$ cat config.mk
export PLATFORM = sky130hd
export DESIGN_NAME = jtag_tap_master_sequencer_flat
export DESIGN_NICKNAME = d
export VERILOG_FILES = /design/src/rtl/jtag_tap_master_sequencer_pkg.sv /design/src/rtl/jtag_tap_master_sequencer_if.sv /design/src/rtl/jtag_tap_master_sequencer_tck_gen.sv /design/src/rtl/jtag_tap_master_sequencer.sv /design/src/flat_wrapper.sv
export SDC_FILE = /design/constraint.sdc
export NUM_CORES = 1
export LEC_CHECK = 0
export ABC_AREA = 0
export CAP_MARGIN = 20
export CORE_ASPECT_RATIO = 0.6
export CORE_UTILIZATION = 52
export DETAILED_ROUTE_END_ITERATION = 12
export GPL_ROUTABILITY_DRIVEN = 0
export PLACE_DENSITY_LB_ADDON = 0.08
export SKIP_CTS_REPAIR_TIMING = 1
export SLEW_MARGIN = 10
export SYNTH_ARGS = -nofsm -noshare
export SYNTH_HDL_FRONTEND = slang
export SYNTH_SLANG_ARGS = --single-unit
$ cat constraint.sdc
create_clock -name clk -period 3.4 [get_ports clk]
set_input_delay 0.85 -clock clk [delete_from_list [all_inputs] [get_ports clk]]
set_output_delay 0.85 -clock clk [all_outputs]
set_load 0.005 [all_outputs]
$ cat src/rtl/jtag_tap_master_sequencer_pkg.sv
// Shared opcodes, FSM states and fixed TMS navigation patterns for the JTAG TAP master sequencer.
package jtag_master_pkg;

  localparam logic [1:0] OP_TLR      = 2'b00;
  localparam logic [1:0] OP_SHIFT_IR = 2'b01;
  localparam logic [1:0] OP_SHIFT_DR = 2'b10;
  localparam logic [1:0] OP_RUNTEST  = 2'b11;

  typedef enum logic [2:0] {
    ST_IDLE,
    ST_AUTO_TLR,
    ST_TLR,
    ST_PRE,
    ST_SHIFT,
    ST_POST,
    ST_RTI,
    ST_RESP
  } state_e;

  localparam int unsigned TLR_SLOTS = 6;

  // TMS patterns are stored LSB first: bit k is driven in slot k.
  localparam logic [3:0]  PRE_DR_TMS = 4'b0001;
  localparam int unsigned PRE_DR_LEN = 3;
  localparam logic [3:0]  PRE_IR_TMS = 4'b0011;
  localparam int unsigned PRE_IR_LEN = 4;
  localparam logic [1:0]  POST_TMS   = 2'b01;
  localparam int unsigned POST_LEN   = 2;

  function automatic logic pre_tms(input logic is_ir, input logic [1:0] idx);
    return is_ir ? PRE_IR_TMS[idx] : PRE_DR_TMS[idx];
  endfunction

endpackage

$ cat src/rtl/jtag_tap_master_sequencer_if.sv
// Command/response handshake bundle between host logic and the JTAG TAP master sequencer.
interface jtag_tap_master_sequencer_if #(
  parameter int unsigned MAX_LEN = 128,
  parameter int unsigned LEN_W   = 8
);
  logic               cmd_valid;
  logic               cmd_ready;
  logic [1:0]         cmd_op;
  logic [LEN_W-1:0]   cmd_len;
  logic [MAX_LEN-1:0] cmd_data;
  logic               rsp_valid;
  logic               rsp_ready;
  logic [MAX_LEN-1:0] rsp_data;
  logic               rsp_err;
  logic               busy;

  modport slave (
    input  cmd_valid, cmd_op, cmd_len, cmd_data, rsp_ready,
    output cmd_ready, rsp_valid, rsp_data, rsp_err, busy
  );

  modport master (
    output cmd_valid, cmd_op, cmd_len, cmd_data, rsp_ready,
    input  cmd_ready, rsp_valid, rsp_data, rsp_err, busy
  );
endinterface

$ cat src/rtl/jtag_tap_master_sequencer_tck_gen.sv
// TCK divider: toggles TCK every CLK_DIV clk while run_i is high, parks it low otherwise.
module jtag_tck_gen #(
  parameter int unsigned CLK_DIV = 2
) (
  input  logic clk,
  input  logic rst_n,
  input  logic run_i,
  output logic tck_o,
  output logic rise_o,
  output logic fall_o
);
  localparam int unsigned CNT_W = (CLK_DIV > 1) ? $clog2(CLK_DIV) : 1;

  logic [CNT_W-1:0] cnt_q;
  logic             tck_q;
  logic             wrap;

  assign wrap   = (cnt_q == CNT_W'(CLK_DIV - 1));
  // Strobes mark the clk edge on which TCK changes, not the cycle after.
  assign rise_o = run_i && wrap && !tck_q;
  assign fall_o = run_i && wrap && tck_q;
  assign tck_o  = tck_q;

  always_ff @(posedge clk or negedge rst_n) begin
    if (!rst_n) begin
      cnt_q <= '0;
      tck_q <= 1'b0;
    end else if (!run_i) begin
      cnt_q <= '0;
      tck_q <= 1'b0;
    end else if (wrap) begin
      cnt_q <= '0;
      tck_q <= ~tck_q;
    end else begin
      cnt_q <= cnt_q + CNT_W'(1);
    end
  end
endmodule

$ cat src/rtl/jtag_tap_master_sequencer.sv
// Host-side JTAG TAP master: runs TLR / IR shift / DR shift / run-test commands and returns TDO.
module jtag_tap_master_sequencer
  import jtag_master_pkg::*;
#(
  parameter int unsigned CLK_DIV = 2,
  parameter int unsigned MAX_LEN = 128,
  parameter int unsigned LEN_W   = 8
) (
  input  logic clk,
  input  logic rst_n,
  jtag_tap_master_sequencer_if.slave bus,
  output logic TCK,
  output logic TMS,
  output logic TDI,
  output logic TRST_N,
  input  logic TDO
);
  localparam int unsigned IDX_W = (MAX_LEN > 1) ? $clog2(MAX_LEN) : 1;
  typedef logic [LEN_W:0] slot_t;

  state_e             state_q, state_d;
  slot_t              slot_q, slot_d, slot_inc, slot_last;
  logic [1:0]         op_q, op_d;
  logic [LEN_W-1:0]   len_q, len_d;
  logic [MAX_LEN-1:0] data_q, data_d, cap_q, cap_d;
  logic               tms_q, tms_d, tdi_q, tdi_d;
  logic               err_q, err_d, known_q, known_d, trst_q;
  logic               run, rise_tick, fall_tick, len_bad, is_ir;

  assign run = state_q inside {ST_AUTO_TLR, ST_TLR, ST_PRE, ST_SHIFT, ST_POST, ST_RTI};

  jtag_tck_gen #(.CLK_DIV(CLK_DIV)) u_tck_gen (
    .clk    (clk),
    .rst_n  (rst_n),
    .run_i  (run),
    .tck_o  (TCK),
    .rise_o (rise_tick),
    .fall_o (fall_tick)
  );

  assign len_bad  = (bus.cmd_len == '0) || (32'(bus.cmd_len) > MAX_LEN);
  assign is_ir    = (op_q == OP_SHIFT_IR);
  assign slot_inc = slot_q + slot_t'(1);

  always_comb begin
    case (state_q)
      ST_AUTO_TLR, ST_TLR: slot_last = slot_t'(TLR_SLOTS - 1);
      ST_PRE:              slot_last = is_ir ? slot_t'(PRE_IR_LEN - 1) : slot_t'(PRE_DR_LEN - 1);
      ST_POST:             slot_last = slot_t'(POST_LEN - 1);
      default:             slot_last = {1'b0, len_q} - slot_t'(1);
    endcase
  end

  // Every fall_tick closes the current slot and loads TMS/TDI for the next one.
  always_comb begin
    state_d = state_q;
    slot_d  = slot_q;
    op_d    = op_q;
    len_d   = len_q;
    data_d  = data_q;
    cap_d   = cap_q;
    tms_d   = tms_q;
    tdi_d   = tdi_q;
    err_d   = err_q;
    known_d = known_q;
    case (state_q)
      ST_IDLE: begin
        if (trst_q && bus.cmd_valid) begin
          op_d   = bus.cmd_op;
          len_d  = bus.cmd_len;
          data_d = bus.cmd_data;
          cap_d  = '0;
          err_d  = 1'b0;
          slot_d = '0;
          case (bus.cmd_op)
            OP_TLR: begin
              state_d = ST_TLR;
              tms_d   = 1'b1;
            end
            OP_SHIFT_IR, OP_SHIFT_DR: begin
              if (len_bad) begin
                state_d = ST_RESP;
                err_d   = 1'b1;
              end else begin
                state_d = known_q ? ST_PRE : ST_AUTO_TLR;
                tms_d   = 1'b1;
              end
            end
            default: begin
              if (bus.cmd_len == '0) begin
                state_d = ST_RESP;
              end else begin
                state_d = ST_RTI;
                tms_d   = 1'b0;
              end
            end
          endcase
        end
      end
      ST_AUTO_TLR, ST_TLR: begin
        if (fall_tick) begin
          if (slot_q == slot_last) begin
            known_d = 1'b1;
            slot_d  = '0;
            if (state_q == ST_AUTO_TLR) begin
              state_d = ST_PRE;
              tms_d   = pre_tms(is_ir, 2'd0);
            end else begin
              state_d = ST_RESP;
            end
          end else begin
            slot_d = slot_inc;
            tms_d  = (slot_inc != slot_t'(TLR_SLOTS - 1));
          end
        end
      end
      ST_PRE: begin
        if (fall_tick) begin
          if (slot_q == slot_last) begin
            state_d = ST_SHIFT;
            slot_d  = '0;
            tms_d   = (len_q == LEN_W'(1));
            tdi_d   = data_q[0];
            data_d  = data_q >> 1;
          end else begin
            slot_d = slot_inc;
            tms_d  = pre_tms(is_ir, slot_inc[1:0]);
          end
        end
      end
      ST_SHIFT: begin
        if (rise_tick) begin
          cap_d[slot_q[IDX_W-1:0]] = TDO;
        end
        if (fall_tick) begin
          if (slot_q == slot_last) begin
            state_d = ST_POST;
            slot_d  = '0;
            tms_d   = POST_TMS[0];
            tdi_d   = 1'b0;
          end else begin
            slot_d = slot_inc;
            tms_d  = (slot_inc == slot_last);
            tdi_d  = data_q[0];
            data_d = data_q >> 1;
          end
        end
      end
      ST_POST: begin
        if (fall_tick) begin
          if (slot_q == slot_last) begin
            state_d = ST_RESP;
          end else begin
            slot_d = slot_inc;
            tms_d  = POST_TMS[1];
          end
        end
      end
      ST_RTI: begin
        if (fall_tick) begin
          if (slot_q == slot_last) state_d = ST_RESP;
          else                     slot_d  = slot_inc;
        end
      end
      default: begin
        if (bus.rsp_ready) state_d = ST_IDLE;
      end
    endcase
  end

  always_ff @(posedge clk or negedge rst_n) begin
    if (!rst_n) begin
      state_q <= ST_IDLE;
      slot_q  <= '0;
      op_q    <= OP_TLR;
      len_q   <= '0;
      data_q  <= '0;
      cap_q   <= '0;
      tms_q   <= 1'b1;
      tdi_q   <= 1'b0;
      err_q   <= 1'b0;
      known_q <= 1'b0;
      trst_q  <= 1'b0;
    end else begin
      state_q <= state_d;
      slot_q  <= slot_d;
      op_q    <= op_d;
      len_q   <= len_d;
      data_q  <= data_d;
      cap_q   <= cap_d;
      tms_q   <= tms_d;
      tdi_q   <= tdi_d;
      err_q   <= err_d;
      known_q <= known_d;
      trst_q  <= 1'b1;
    end
  end

  assign TMS           = tms_q;
  assign TDI           = tdi_q;
  assign TRST_N        = trst_q;
  assign bus.cmd_ready = trst_q && (state_q == ST_IDLE);
  assign bus.rsp_valid = (state_q == ST_RESP);
  assign bus.rsp_data  = cap_q;
  assign bus.rsp_err   = err_q;
  assign bus.busy      = run;
endmodule

$ cat src/flat_wrapper.sv
// flat-port wrapper written by rule: the top's interface ports become plain ports
module jtag_tap_master_sequencer_flat import jtag_master_pkg::*;
#(
  parameter int unsigned CLK_DIV = 2,
  parameter int unsigned MAX_LEN = 128,
  parameter int unsigned LEN_W   = 8
)
  (clk, rst_n, TCK, TMS, TDI, TRST_N, TDO, bus_cmd_valid, bus_cmd_op, bus_cmd_len, bus_cmd_data, bus_rsp_ready, bus_cmd_ready, bus_rsp_valid, bus_rsp_data, bus_rsp_err, bus_busy);
  jtag_tap_master_sequencer_if #(.MAX_LEN(MAX_LEN), .LEN_W(LEN_W)) bus_i ();
  input  logic clk;
  input  logic rst_n;
  output logic TCK;
  output logic TMS;
  output logic TDI;
  output logic TRST_N;
  input  logic TDO;
  input wire logic [$bits(bus_i.cmd_valid)-1:0] bus_cmd_valid;
  input wire logic [$bits(bus_i.cmd_op)-1:0] bus_cmd_op;
  input wire logic [$bits(bus_i.cmd_len)-1:0] bus_cmd_len;
  input wire logic [$bits(bus_i.cmd_data)-1:0] bus_cmd_data;
  input wire logic [$bits(bus_i.rsp_ready)-1:0] bus_rsp_ready;
  output wire logic [$bits(bus_i.cmd_ready)-1:0] bus_cmd_ready;
  output wire logic [$bits(bus_i.rsp_valid)-1:0] bus_rsp_valid;
  output wire logic [$bits(bus_i.rsp_data)-1:0] bus_rsp_data;
  output wire logic [$bits(bus_i.rsp_err)-1:0] bus_rsp_err;
  output wire logic [$bits(bus_i.busy)-1:0] bus_busy;
  assign bus_i.cmd_valid = bus_cmd_valid;
  assign bus_i.cmd_op = bus_cmd_op;
  assign bus_i.cmd_len = bus_cmd_len;
  assign bus_i.cmd_data = bus_cmd_data;
  assign bus_i.rsp_ready = bus_rsp_ready;
  assign bus_cmd_ready = bus_i.cmd_ready;
  assign bus_rsp_valid = bus_i.rsp_valid;
  assign bus_rsp_data = bus_i.rsp_data;
  assign bus_rsp_err = bus_i.rsp_err;
  assign bus_busy = bus_i.busy;
  jtag_tap_master_sequencer #(.CLK_DIV(CLK_DIV), .MAX_LEN(MAX_LEN), .LEN_W(LEN_W)) u_core (.clk(clk), .rst_n(rst_n), .bus(bus_i), .TCK(TCK), .TMS(TMS), .TDI(TDI), .TRST_N(TRST_N), .TDO(TDO));
endmodule
== Yosys cells after proc, flatten, opt, wreduce, memory -nomap -nowiden ==
Index checks and enable logic that the tools add are counted.

* Magnitude comparators: 4
* Reductions and logical operators: 30
* Bitwise gates (word level): 1
* Add/subtract/negate cells: 3
* Equality and inequality tests: 33
* Multiplexer cells: 66

{| class="wikitable"
|+ Operators by type and width
! cell !! count
|-
| 2-to-1 mux 128 bit || 7
|-
| one-hot mux 128 bit (3 select lines) || 1
|-
| one-hot mux 128 bit (2 select lines) || 1
|-
| bitwise mux 128 bit || 1
|-
| one-hot mux 9 bit (3 select lines) || 2
|-
| 2-to-1 mux 9 bit || 5
|-
| 2-to-1 mux 3 bit || 12
|-
| 2-to-1 mux 1 bit || 28
|-
| inequality test 2 x 1 -> 1 bit (second input constant) || 11
|-
| AND reduction 10 bit || 2
|-
| equality test 9 bit || 2
|-
| one-hot mux 3 bit (5 select lines) || 1
|-
| equality test 3 bit (second input constant) || 4
|-
| nonzero test 6 bit || 2
|-
| inequality test 2 bit (second input constant) || 5
|-
| adder 9 x 1 -> 9 bit (second input constant) || 1
|-
| inequality test 9 x 3 -> 1 bit (second input constant) || 1
|-
| subtractor 8 x 1 -> 9 bit (second input constant) || 1
|-
| equality test 8 x 1 -> 1 bit (second input constant) || 1
|-
| > comparator 8 bit (second input constant) || 1
|-
| zero test 8 bit || 1
|-
| < comparator 7 x 8 -> 1 bit (second input constant) || 1
|-
| demux 1 bit (select 7 bit) || 1
|-
| >= comparator 7 x 1 -> 1 bit (second input constant) || 1
|-
| 30 further kinds || 44
|}

* Output and inout port bits: 136
* Word-level logic and storage cells: 150
* Register bits after elaboration: 285
* Bits of input ports: 143

== Longest topological paths before layout ==
Gate-level depths: netlist of run 1.

* Word-level depth: 7
* Mapped depth: 13
* Depth with buffers taken out: 11

== Hierarchy ==
From an unflattened synthesis of run 1, not the netlist that was laid out.

* Cell total of the unflattened synthesis: 1323
* Area total of the unflattened synthesis: 14924.3 µm²

{| class="wikitable"
|+ Modules (own cells, without submodules)
! module !! area an instance (µm²) !! seq. area each (µm²) !! cells an instance !! times used
|-
| jtag_tap_master_sequencer || 14835.5 || 7083.0 || 1315 || 1
|-
| jtag_tck_gen || 88.8 || 50.0 || 8 || 1
|}

== Least setup slack after synthesis of run 1 ==
Ideal clock, no wire load.

* Kind: flip-flop to flip-flop
* From: register u_core.len_q[2]
* To: register u_core.data_q[0]
* Data required time: 3.274 ns
* Stages on the path, launching flop included: 11
* Data arrival time: 2.959 ns
* Path slack: 0.316 ns
* Path buffers: 2
* Setup time: 0.126 ns
* Clock period less this slack: 3.084 ns
* Cells stage by stage: dfrtp_1 > or4_1 > or3_1 > and2_1 > o31ai_2 > o2111ai_2 > o41a_1 > o32ai_2 > buf_2 > buf_2 > a21oi_1

* Word-level cells in the longest chain between the ends: 5
* Elaborated cells between the ends (all ways): 6
* Those cells by class: 1 x add/sub; 3 x eq/ne; 1 x mux; 1 x reduce/logical

{| class="wikitable"
|+ RTL lines
! item !! RTL line !! text
|-
| start, declared || jtag_tap_master_sequencer.sv:24 || <nowiki>logic [LEN_W-1:0] len_q, len_d;</nowiki>
|-
| start signal, assigned || jtag_tap_master_sequencer.sv:188 || <nowiki>len_q <= len_d;</nowiki>
|-
| subtractor 8 x 1 -> 9 bit * || jtag_tap_master_sequencer.sv:50 || <nowiki>default: slot_last = {1'b0, len_q} - slot_t'(1);</nowiki>
|-
| one-hot mux 9 bit (3 select lines) * || jtag_tap_master_sequencer.sv:46 || <nowiki>case (state_q)</nowiki>
|-
| equality test 9 bit * || jtag_tap_master_sequencer.sv:119, jtag_tap_master_sequencer.sv:136 ||
|-
| inequality test 2 bit (no line) || -- ||
|-
| AND reduction 6 bit (no line) * || -- ||
|-
| end signal, assigned || jtag_tap_master_sequencer.sv:189 || <nowiki>data_q <= data_d;</nowiki>
|-
| end, declared || jtag_tap_master_sequencer.sv:25 || <nowiki>logic [MAX_LEN-1:0] data_q, data_d, cap_q, cap_d;</nowiki>
|}

Mark *: on every way between the ends. The rest lies on a longest branch, timed or not.
A chain may end at the register's enable or synchronous reset.

== Worst setup path after layout of run 1 ==
* From: register u_core.len_q[2]
* To: register u_core.data_q[66]

The elaborated chain is that of the path after synthesis.

==> flow_summary.yaml, run 1 <==
timing:
  final.setup_skew_ps: 9.39
  final-max-slew-violation-count: 0
  maximum_clock_frequency_mhz: 305
  tightestPinTransition_ps: 927
  timing.final.crit_period_ps: 3280
  finalSetupTns_ps: 0
  slew-limit-headroom_pct: 37.7
  finalCritPeriodShare_pct: 96.5
  finalSetupViolCount: 0
  timing_hold_violations_final: 0
  timing.final.ws_setup_ps: 118
clock_tree:
  cts_htree_levels: 1
  clock-sinks: 285
  tritoncts_clock_tree: "done"
  numCtsBuffers: 26
  maximum_buffer_depth_of_the_clock_tree: 3
  path_clk_slew_ps: 70
  clkLatencyLatePin_ps: 540
  ctsRootBufferMaster: "sky130_fd_sc_hd__clkbuf_16"
critical_path:
  worst_ep_required_time_ps: 3860
  worstRegToRegCells: 12
  crit_top_cell: "sky130_fd_sc_hd__buf_4"
  regToRegSetupSlack_ps: 120
  timing.critical_path.arrival_ps: 3740
  setup.worst_path.class: "flop to flop"
  timing.critical_path.fanout_max: 16
  critical_path.max_stage_delay_ps: 570
  critical-path-top-delay-family: "compound AO/OA/AOI/OAI gates"
  critPathCaptureType: "flop"
  cp-start-kind: "flop"
  worstPathCellList: "or4_1 -> o21ai_0 -> and2_1 -> o31ai_2 -> o2111ai_2 -> buf_4 -> nor2_2 -> o32ai_4 -> buf_12 -> buf_4 -> nor2_1 -> a21oi_1"
  cp.buffers_inverters: 3
  worst-path-stages: 12
  worst_path_slowest_cell: "sky130_fd_sc_hd__or4_1"
global_route:
  met3_usage_pct: 7.69
  grt_max_degree: 129
  antenna_found_initial: 2
  met2_usage_in_global_routing_pct: 45.2
  globalRouteMet1Util_pct: 44.7
  congestion_overflow_gr: 0
  first_pass_grt_wire_length_mm: 64.9
  gr-usage-all-layers_pct: 30.5
  grt_pass1_vias: 11666
  gr-max-usage-layer: "met2"
die:
  initial_core_util_pct: 53.6
  coreArea_um2: 25600
  fp.dieArea_um2: 27100
  floorplan.die.width_um: 212
  fp-row-count: 45
  die_h_um: 128
  top_ports: 279
place:
  io_buffer_count: 278
  placedCellCount: 2050
  post_placement_setup_slack_ps: 50.0
  post-dp-hpwl_mm: 28.8
detailed_routing:
  ant_nets: 0
  detail_route.wl_per_cell_um: 19.9
  detail_route.drc_violations: 0
  totalWireLength_mm: 41.8
  drt-pass1-iter-count: 5
  avgViaCountPerCell: 5.84
  detailedRoute.firstIterationViolations: 1369
  vias: 12278
synthesis:
  synth_seq_area_share_pct: 52.0
  synth_top_area_share_pct: 51.8
  synth.avg_cell_area_um2: 9.43
  yosysWarnings: 0
  asyncSetResetFlopFracSynth_pct: 100
  synth_enable_flop_cells: 0
  synth.lib_cells_used.distinct: 64
  postSynthRegisterBits: 285
  synth_fp_nets: 1605
  yosys.area.top_type: "sky130_fd_sc_hd__dfrtp_1"
  yosys-top-cells-area: "sky130_fd_sc_hd__dfrtp_1, sky130_fd_sc_hd__o21ai_0, sky130_fd_sc_hd__a21oi_1"
  dominantRegCellSynth: "sky130_fd_sc_hd__dfrtp_1"
  syn-instance-count: 1455
  syn_area_um2: 13700
hold_path:
  hold_class: "input port to async pin"
layout:
  layout.nets: 1881
  multi_input_area_um2: 6150
  n_fill_cell: 1966
  drive_above_1_share_pct: 8.69
  final_util_pct: 71.1
  syn_to_final_growth_pct: 32.8
  final-seq-area_um2: 7130
  final-instance-count-excl-fill: 2103
power:
  p_leak_uw: 0.00779
  report.power.total_uw: 12800
  max-vdd-ir-drop_mv: 0.468
  pwr_density_cell_nw_per_um2: 704
status:
  outcome: "finished, final reports clean"
flow_run:
  drv_cap: 0
-- flip-flops by register name, summed over array words and instances (netlist names) --
name and cells:
u_core.TMS 1, u_core.bus.rsp_data 128, u_core.len_q 8, u_core.state_q 3, u_core.TRST_N 1, u_core.bus.rsp_err 1, u_core.data_q 128, u_core.slot_q 9
u_core.TDI 1, u_core.known_q 1, u_core.op_q 2, u_core.u_tck_gen.tck_o 1, u_core.u_tck_gen.cnt_q 1
-- synth_stat cells (3+ instances only) --
| library cell | count |
|---|---|
| sky130_fd_sc_hd__xor2_1 | 7 |
| sky130_fd_sc_hd__nor3b_1 | 3 |
| sky130_fd_sc_hd__nor4_1 | 3 |
| sky130_fd_sc_hd__a2111oi_0 | 3 |
| sky130_fd_sc_hd__nand2b_1 | 7 |
| sky130_fd_sc_hd__o31ai_1 | 3 |
| sky130_fd_sc_hd__nand3_1 | 7 |
| sky130_fd_sc_hd__or3_1 | 3 |
| sky130_fd_sc_hd__nor2_1 | 170 |
| sky130_fd_sc_hd__nand2_1 | 51 |
| sky130_fd_sc_hd__nor2b_1 | 7 |
| sky130_fd_sc_hd__a21o_1 | 8 |
| sky130_fd_sc_hd__clkbuf_1 | 74 |
| sky130_fd_sc_hd__a21oi_1 | 261 |
| sky130_fd_sc_hd__o21ai_0 | 273 |
| sky130_fd_sc_hd__or2_2 | 4 |
| sky130_fd_sc_hd__nor3_1 | 23 |
| sky130_fd_sc_hd__inv_1 | 13 |
| sky130_fd_sc_hd__and3_1 | 7 |
| sky130_fd_sc_hd__buf_1 | 3 |
| sky130_fd_sc_hd__buf_2 | 15 |
| sky130_fd_sc_hd__o21bai_1 | 3 |
| sky130_fd_sc_hd__ha_1 | 7 |
| sky130_fd_sc_hd__xnor2_1 | 13 |
| sky130_fd_sc_hd__a21boi_0 | 3 |
| sky130_fd_sc_hd__and2_1 | 7 |
| sky130_fd_sc_hd__buf_4 | 13 |
| sky130_fd_sc_hd__dfrtp_1 | 284 |
| sky130_fd_sc_hd__mux2i_1 | 129 |
| sky130_fd_sc_hd__mux2_2 | 9 |
-- through the flow --
stage / cell area [um^2] / hold slack, ps
after floorplan: 13700 / 437
after CTS: 18100 / 280
after detailed placement: 17200 / 472
final: 18200 / 249
after global routing: 18200 / 290
after global placement: 17200 / 479
-- area by class of cell --
| type | instances | share of cell area, % |
|---|---|---|
| Multi-Input combinational cell | 1050 | 33.8 |
| Tap cell | 352 | 2.42 |
| Timing Repair Buffer | 353 | 19.5 |
| Sequential cell | 285 | 39.2 |
| Clock inverter | 11 | 0.515 |
| Antenna cell | 1 | 0.0137 |
| Inverter | 15 | 0.309 |
| Clock buffer | 36 | 4.28 |
-- power by group --
group | leakage, uW | switching [uW] | internal [uW]
combinational | 0.00380 | 2660 | 2270
sequential | 0.00357 | 604 | 4280
clock | 0.000424 | 1320 | 1680
total | 0.00779 | 4590 | 8230
-- cells in the final DEF (no fill, tap or decap), types with 8 or more instances in the layout --
cell / Yosys / final
sky130_fd_sc_hd__clkdlybuf4s50_1: 0 / 277
sky130_fd_sc_hd__a21oi_1: 261 / 261
sky130_fd_sc_hd__o21ai_0: 273 / 273
sky130_fd_sc_hd__clkbuf_16: 0 / 29
sky130_fd_sc_hd__nand2_1: 51 / 49
sky130_fd_sc_hd__buf_4: 13 / 57
sky130_fd_sc_hd__inv_1: 13 / 13
sky130_fd_sc_hd__buf_12: 0 / 12
sky130_fd_sc_hd__a21o_1: 8 / 8
sky130_fd_sc_hd__dfrtp_1: 284 / 283
sky130_fd_sc_hd__nor2_1: 170 / 170
sky130_fd_sc_hd__mux2i_1: 129 / 129
sky130_fd_sc_hd__xnor2_1: 13 / 13
sky130_fd_sc_hd__nor3_1: 23 / 18
sky130_fd_sc_hd__mux2_2: 9 / 9
-- worst register-to-register path, delay by kind of cell, from the launching register on --
kind | cells | cell delay (ps)
AND/OR/NAND/NOR | 4 | 900
AO/OA/AOI/OAI | 5 | 1260
flip-flops | 1 | 440
buffers and inverters | 3 | 590
-- cells by family after synthesis --
| family | share of synthesized area [%] |
|---|---|
| muxes | 10.1 |
| AOI/OAI and AO/OA | 22.4 |
| and+or+nand+nor | 9.61 |
| xor gates and xnor gates | 1.44 |
| adders and majority gates | 0.638 |
| DFF | 52.0 |
| other | 0.0273 |
| buffers and inverters | 3.77 |
-- per-layer routing --
metal	vias up	wire length, um
met3	83	4210
met4	2	894
met5	-	11
met1	5883	18400
met2	585	18300
li1	5725	-
-- path summary, 6_finish.rpt --
check / startpoint / endpoint
worst max register to register: u_core.len_q[2] / u_core.data_q[66]
worst min register to register: u_core.known_q / u_core.known_q
worst max-delay path: u_core.len_q[2] / u_core.data_q[66]
worst min-delay path: rst_n / u_core.bus.rsp_data[16]
min in group clk: u_core.known_q / u_core.known_q
max in group asynchronous: rst_n / u_core.data_q[80]
Note: power is estimated with default switching activity, not from simulation.
==> inputs of run 2 (changes only) <==
HOLD_SLACK_MARGIN = 0.02   (was unset)
clock period = 3.2 ns   (was 3.4 ns; I/O delays follow)
==> flow_summary.yaml, run 2 (synthesis results as in run 1) <==
layout:
  multi_input_area_um2: 6240
  final-seq-area_um2: 7130
  most_frequent_standard_cell_in_the_layout_excluding_fill_and_tap_cells: "sky130_fd_sc_hd__dfrtp_1"
  finalInstanceArea_um2: 18900
  layout.nets: 1908
  n_fill_cell: 1891
  syn_to_final_growth_pct: 37.9
  commonest_cells_after_routing_fill_and_taps_aside: "sky130_fd_sc_hd__dfrtp_1, sky130_fd_sc_hd__clkdlybuf4s50_1, sky130_fd_sc_hd__o21ai_0"
  antenna_cells: 0
  drive_above_1_share_pct: 11.0
place:
  io_buffer_count: 278
  post_placement_setup_slack_ps: -138
  post-dp-hpwl_mm: 28.7
  placement.cell_area_um2: 17300
detailed_routing:
  detailedRoute.firstIterationViolations: 1316
  detail_route.wl_per_cell_um: 20.8
  detail_route.drc_violations: 0
  ant_nets: 0
  vias: 12635
  drt-pass1-iter-count: 5
  totalWireLength_mm: 44.3
  avgViaCountPerCell: 5.93
clock_tree:
  path_clk_slew_ps: 70
  tritoncts_clock_tree: "done"
  cts_htree_levels: 1
  clock-sinks: 285
  ctsRootBufferMaster: "sky130_fd_sc_hd__clkbuf_16"
  clkLatencyLatePin_ps: 550
  numCtsBuffers: 27
  maximum_buffer_depth_of_the_clock_tree: 3
timing:
  tightestPinTransition_ps: 982
  timing_hold_violations_final: 0
  timing.final.ws_setup_ps: 32.4
  timing.final.crit_period_ps: 3170
  maximum_clock_frequency_mhz: 316
  finalSetupTns_ps: 0
  grt_setup_unrepaired: "yes"
  slew-limit-headroom_pct: 34.0
  finalSetupViolCount: 0
  finalCritPeriodShare_pct: 99.0
  final-max-slew-violation-count: 0
  final.setup_skew_ps: 13.1
die:
  floorplan.die.width_um: 212
  initial_core_util_pct: 53.6
  fp-row-count: 45
  top_ports: 279
  die_h_um: 128
  coreArea_um2: 25600
  fp.dieArea_um2: 27100
critical_path:
  regToRegEndpoint: "u_core.data_q[63]"
  crit_top_cell: "sky130_fd_sc_hd__buf_6"
  setup.worst_path.class: "flop to flop"
  worst_ep_required_time_ps: 3670
  critical_path.max_stage_delay_ps: 540
  crit-reg2reg-launch: "u_core.len_q[5]"
  timing.critical_path.fanout_max: 7
  worstPathCellList: "or4_4 -> or3_4 -> buf_6 -> nand4bb_1 -> a21oi_2 -> o2111ai_2 -> buf_4 -> nor2_4 -> o32ai_4 -> buf_6 -> buf_12 -> clkbuf_16 -> nor2_1 -> a21oi_1"
  cp-start-kind: "flop"
  regToRegSetupSlack_ps: 30
  worst_path_slowest_cell: "sky130_fd_sc_hd__or4_4"
  timing.critical_path.arrival_ps: 3640
  worstRegToRegCells: 14
  critPathCaptureType: "flop"
status:
  outcome: "finished, final reports clean"
flow_run:
  drv_cap: 0
hold_path:
  hold_class: "input port to async pin"
power:
  p_leak_uw: 0.00808
  max-vdd-ir-drop_mv: 0.583
  pwr_density_cell_nw_per_um2: 768
global_route:
  antenna_found_initial: 2
  congestion_overflow_gr: 0
  grt_max_degree: 129
  grt_pass1_vias: 11541
  gr-usage-all-layers_pct: 30.4
  first_pass_grt_wire_length_mm: 64.7
[run 2: per-stage QoR]
stage	total power, uW	hold WS (ps)	util, %	std cells
2_1_floorplan	8640	437	-	1455
3_3_place_gp	10100	477	67.4	2057
3_5_place_dp	10300	474	67.4	2057
4_1_cts	14000	255	71.3	2106
5_1_grt	15300	272	73.8	2130
6_report	14500	219	73.8	2130
[run 2: area by class of cell]
type                    instances  share of cell area, %
flip-flops and latches        285                   37.7
multi-input cells            1050                   33.0
repair buffers                379                   21.4
clock buffers                  36                   3.96
well taps                     352                   2.33
clock inverters                13                   1.30
inverters                      15                  0.298
[run 2: metal layers]
layer  share of wire [%]  GRT usage (%)  vias up
met5               0.029              0        -
met4                 1.8           7.12        2
met3                 8.6           6.12       74
met2                  44           45.1      576
met1                  45           45.9     6215
li1                    -              -     5768
[run 2: worst max-delay path by stage]
| stage | from | to | slack, ps |
|---|---|---|---|
| after floorplan | u_core.len_q[2] | u_core.data_q[0] | 120 |
| after global placement | u_core.len_q[0] | u_core.data_q[44] | -50 |
| after detailed placement | u_core.len_q[0] | u_core.data_q[87] | -140 |
| after CTS | u_core.len_q[0] | u_core.data_q[72] | -160 |
| after global routing | u_core.len_q[5] | u_core.data_q[67] | -60 |
| final | u_core.len_q[5] | u_core.data_q[63] | 30 |
[run 2: critical path: cells and delay by family (launching register included)]
kind                   cells  cell delay [ps]
and+or+nand+nor            5             1080
buffers and inverters      5              850
DFF                        1              400
AOI/OAI and AO/OA          4              750
[run 2: power by group]
| part | internal [uW] | switching, uW | leakage [uW] |
|---|---|---|---|
| clock network | 2210 | 1450 | 0.000482 |
| logic | 2630 | 3050 | 0.00403 |
| registers | 4550 | 633 | 0.00357 |
==> inputs of run 3 (changes only) <==
ABC_AREA = 1   (was 0)
CORE_UTILIZATION = 53   (was 52)
==> flow_summary.yaml, run 3 <==
status:
  outcome: "finished, final reports clean"
synthesis:
  synth_seq_area_share_pct: 49.2
  syn-instance-count: 1728
  yosys.area.top_type: "sky130_fd_sc_hd__dfrtp_1"
  top_count_cell_post_synth: "sky130_fd_sc_hd__nand2_1"
  asyncSetResetFlopFracSynth_pct: 100
  synth_fp_nets: 1878
  yosysWarnings: 0
  synth_top_area_share_pct: 49.0
  synth.avg_cell_area_um2: 8.40
  synth.lib_cells_used.distinct: 31
  synth_enable_flop_cells: 0
  synth_commonest_cells: "sky130_fd_sc_hd__nand2_1, sky130_fd_sc_hd__dfrtp_1, sky130_fd_sc_hd__o21ai_0, sky130_fd_sc_hd__mux2i_1, sky130_fd_sc_hd__o31ai_1"
  yosys-top-cells-area: "sky130_fd_sc_hd__dfrtp_1, sky130_fd_sc_hd__nand2_1, sky130_fd_sc_hd__mux2i_1"
  dominantRegCellSynth: "sky130_fd_sc_hd__dfrtp_1"
  syn_area_um2: 14500
  postSynthRegisterBits: 285
timing:
  timing.final.crit_period_ps: 3010
  finalCritPeriodShare_pct: 94.2
  smallest_hold_slack_ps: 233
  maximum_clock_frequency_mhz: 332
  grt_setup_unrepaired: "no"
  final.setup_skew_ps: 10.2
  finalSetupViolCount: 0
  timing_hold_violations_final: 0
  final-max-slew-violation-count: 0
  slew-limit-headroom_pct: 36.8
  finalSetupTns_ps: 0
  tightestPinTransition_ps: 947
die:
  fp-row-count: 46
  initial_core_util_pct: 54.5
  fp.dieArea_um2: 28100
  top_ports: 279
  floorplan.die.width_um: 216
  coreArea_um2: 26600
  die_h_um: 130
detailed_routing:
  detail_route.wl_per_cell_um: 18.0
  avgViaCountPerCell: 5.61
  totalWireLength_mm: 42.0
  drt-pass1-iter-count: 5
  detail_route.drc_violations: 0
  vias: 13057
  ant_nets: 0
  detailedRoute.firstIterationViolations: 1598
clock_tree:
  cts_htree_levels: 1
  maximum_buffer_depth_of_the_clock_tree: 3
  numCtsBuffers: 27
  clock-sinks: 285
  tritoncts_clock_tree: "done"
  clkLatencyLatePin_ps: 550
  ctsRootBufferMaster: "sky130_fd_sc_hd__clkbuf_16"
  path_clk_slew_ps: 60
power:
  netSwitchingPower_uw: 6520
  power.sequential.fraction_pct: 32.5
  max-vdd-ir-drop_mv: 0.545
  power_switching_share_pct: 40.8
  pwr_density_cell_nw_per_um2: 856
  share_comb_of_total_power_pct: 45.8
  p_leak_uw: 0.00852
  power.clock.fraction_pct: 21.8
  cell_internal_pwr_uw: 9460
layout:
  layout.nets: 2096
  most_frequent_standard_cell_in_the_layout_excluding_fill_and_tap_cells: "sky130_fd_sc_hd__nand2_1"
  finalInstanceArea_um2: 18700
  antenna_cells: 0
  n_fill_cell: 2165
  commonest_cells_after_routing_fill_and_taps_aside: "sky130_fd_sc_hd__nand2_1, sky130_fd_sc_hd__dfrtp_1, sky130_fd_sc_hd__clkdlybuf4s50_1"
  multi_input_area_um2: 6540
  final-seq-area_um2: 7130
  drive_above_1_share_pct: 5.75
  syn_to_final_growth_pct: 28.8
  final_util_pct: 70.1
place:
  io_buffer_count: 278
  placement.cell_area_um2: 17700
  post-dp-hpwl_mm: 28.4
hold_path:
  hold_class: "input port to async pin"
global_route:
  grt_max_degree: 128
  first_pass_grt_wire_length_mm: 65.3
  antenna_found_initial: 2
  congestion_overflow_gr: 0
  gr-usage-all-layers_pct: 29.2
  grt_pass1_vias: 11884
flow_run:
  drv_cap: 0
critical_path:
  timing.critical_path.fanout_max: 7
  setup.worst_path.class: "flop to output pin"
  cp-start-kind: "flop"
  timing.critical_path.arrival_ps: 2210
  critPathCaptureType: "output pin"
  worst_ep_required_time_ps: 2400
-- run 3: changes by cell type after synthesis, moves of 12 or more --
cell,before,now
sky130_fd_sc_hd__clkbuf_1,74,90
sky130_fd_sc_hd__nor3_1,23,11
sky130_fd_sc_hd__a21oi_1,261,8
sky130_fd_sc_hd__nand2_1,51,541
sky130_fd_sc_hd__o31ai_1,3,127
sky130_fd_sc_hd__o21ai_0,273,153
sky130_fd_sc_hd__xnor2_1,13,0
sky130_fd_sc_hd__inv_1,13,74
sky130_fd_sc_hd__o21ai_1,1,123
sky130_fd_sc_hd__nor2_1,170,61
sky130_fd_sc_hd__nand3_1,7,44
-- run 3: final timing paths --
kind | startpoint | end | slack, ps | cells after the start
min in group clk | u_core.known_q | u_core.known_q | 480 | 2
min | rst_n | u_core.bus.rsp_data[28] | 230 | 1
min reg2reg | u_core.known_q | u_core.known_q | 480 | 2
max | u_core.state_q[1] | bus_busy | 190 | 6
max in group asynchronous | rst_n | u_core.len_q[5] | 2110 | 2
max reg2reg | u_core.state_q[1] | u_core.data_q[101] | 300 | 15
-- run 3: per-stage QoR --
step                      cells  setup WS, ps  total power (uW)
after CTS                  2322          34.3             15900
after global placement     2272           105             12000
final                      2326           186             16000
after detailed placement   2273          55.9             12300
after floorplan            1728           893             10600
after global routing       2326          56.5             17100
-- run 3: area by class of cell --
type | count | area share (%)
Clock buffer | 35 | 4.15
Clock inverter | 14 | 0.991
Timing Repair Buffer | 318 | 17.7
Multi-Input combinational cell | 1233 | 35.0
Tap cell | 360 | 2.41
Inverter | 81 | 1.63
Sequential cell | 285 | 38.2
-- run 3: critical path: stages (launching register included) --
cell and delay (ps):
sky130_fd_sc_hd__dfrtp_1 460, sky130_fd_sc_hd__nand2_1 190, sky130_fd_sc_hd__nor2_2 190, sky130_fd_sc_hd__inv_1 110, sky130_fd_sc_hd__nand2_1 190, sky130_fd_sc_hd__inv_1 70, sky130_fd_sc_hd__clkdlybuf4s50_1 460
-- run 3: cell families (layout without fill, tap and decap cells) --
group | after synthesis | in the layout | share of synthesized area [%]
AO/OA/AOI/OAI | 414 | 414 | 16.5
buffers and inverters | 211 | 448 | 6.20
AND/OR/NAND/NOR | 683 | 684 | 18.7
multiplexers | 127 | 127 | 8.76
flip-flops | 285 | 285 | 49.2
other | 1 | 1 | 0.0258
adder cells (fa/ha/maj) | 7 | 7 | 0.604
-- run 3: power by group through the flow --
stage | Sequential, uW | Combinational [uW] | Clock (uW)
2_1_floorplan | 5050 | 5540 | 0
3_3_place_gp | 5210 | 6840 | 0
3_5_place_dp | 5220 | 7120 | 0
4_1_cts | 5170 | 7140 | 3540
5_1_grt | 5290 | 8180 | 3670
6_report | 5190 | 7320 | 3480
-- run 3: routing by layer --
metal | vias to the layer above | routed length, um | share of wire (%) | track usage (%)
met5 | - | 13 | 0.031 | 0
met4 | 2 | 638 | 1.5 | 5.76
met3 | 51 | 3680 | 8.8 | 6.69
met2 | 496 | 17800 | 42 | 41.8
met1 | 6222 | 19900 | 47 | 45.0
li1 | 6286 | - | - | -
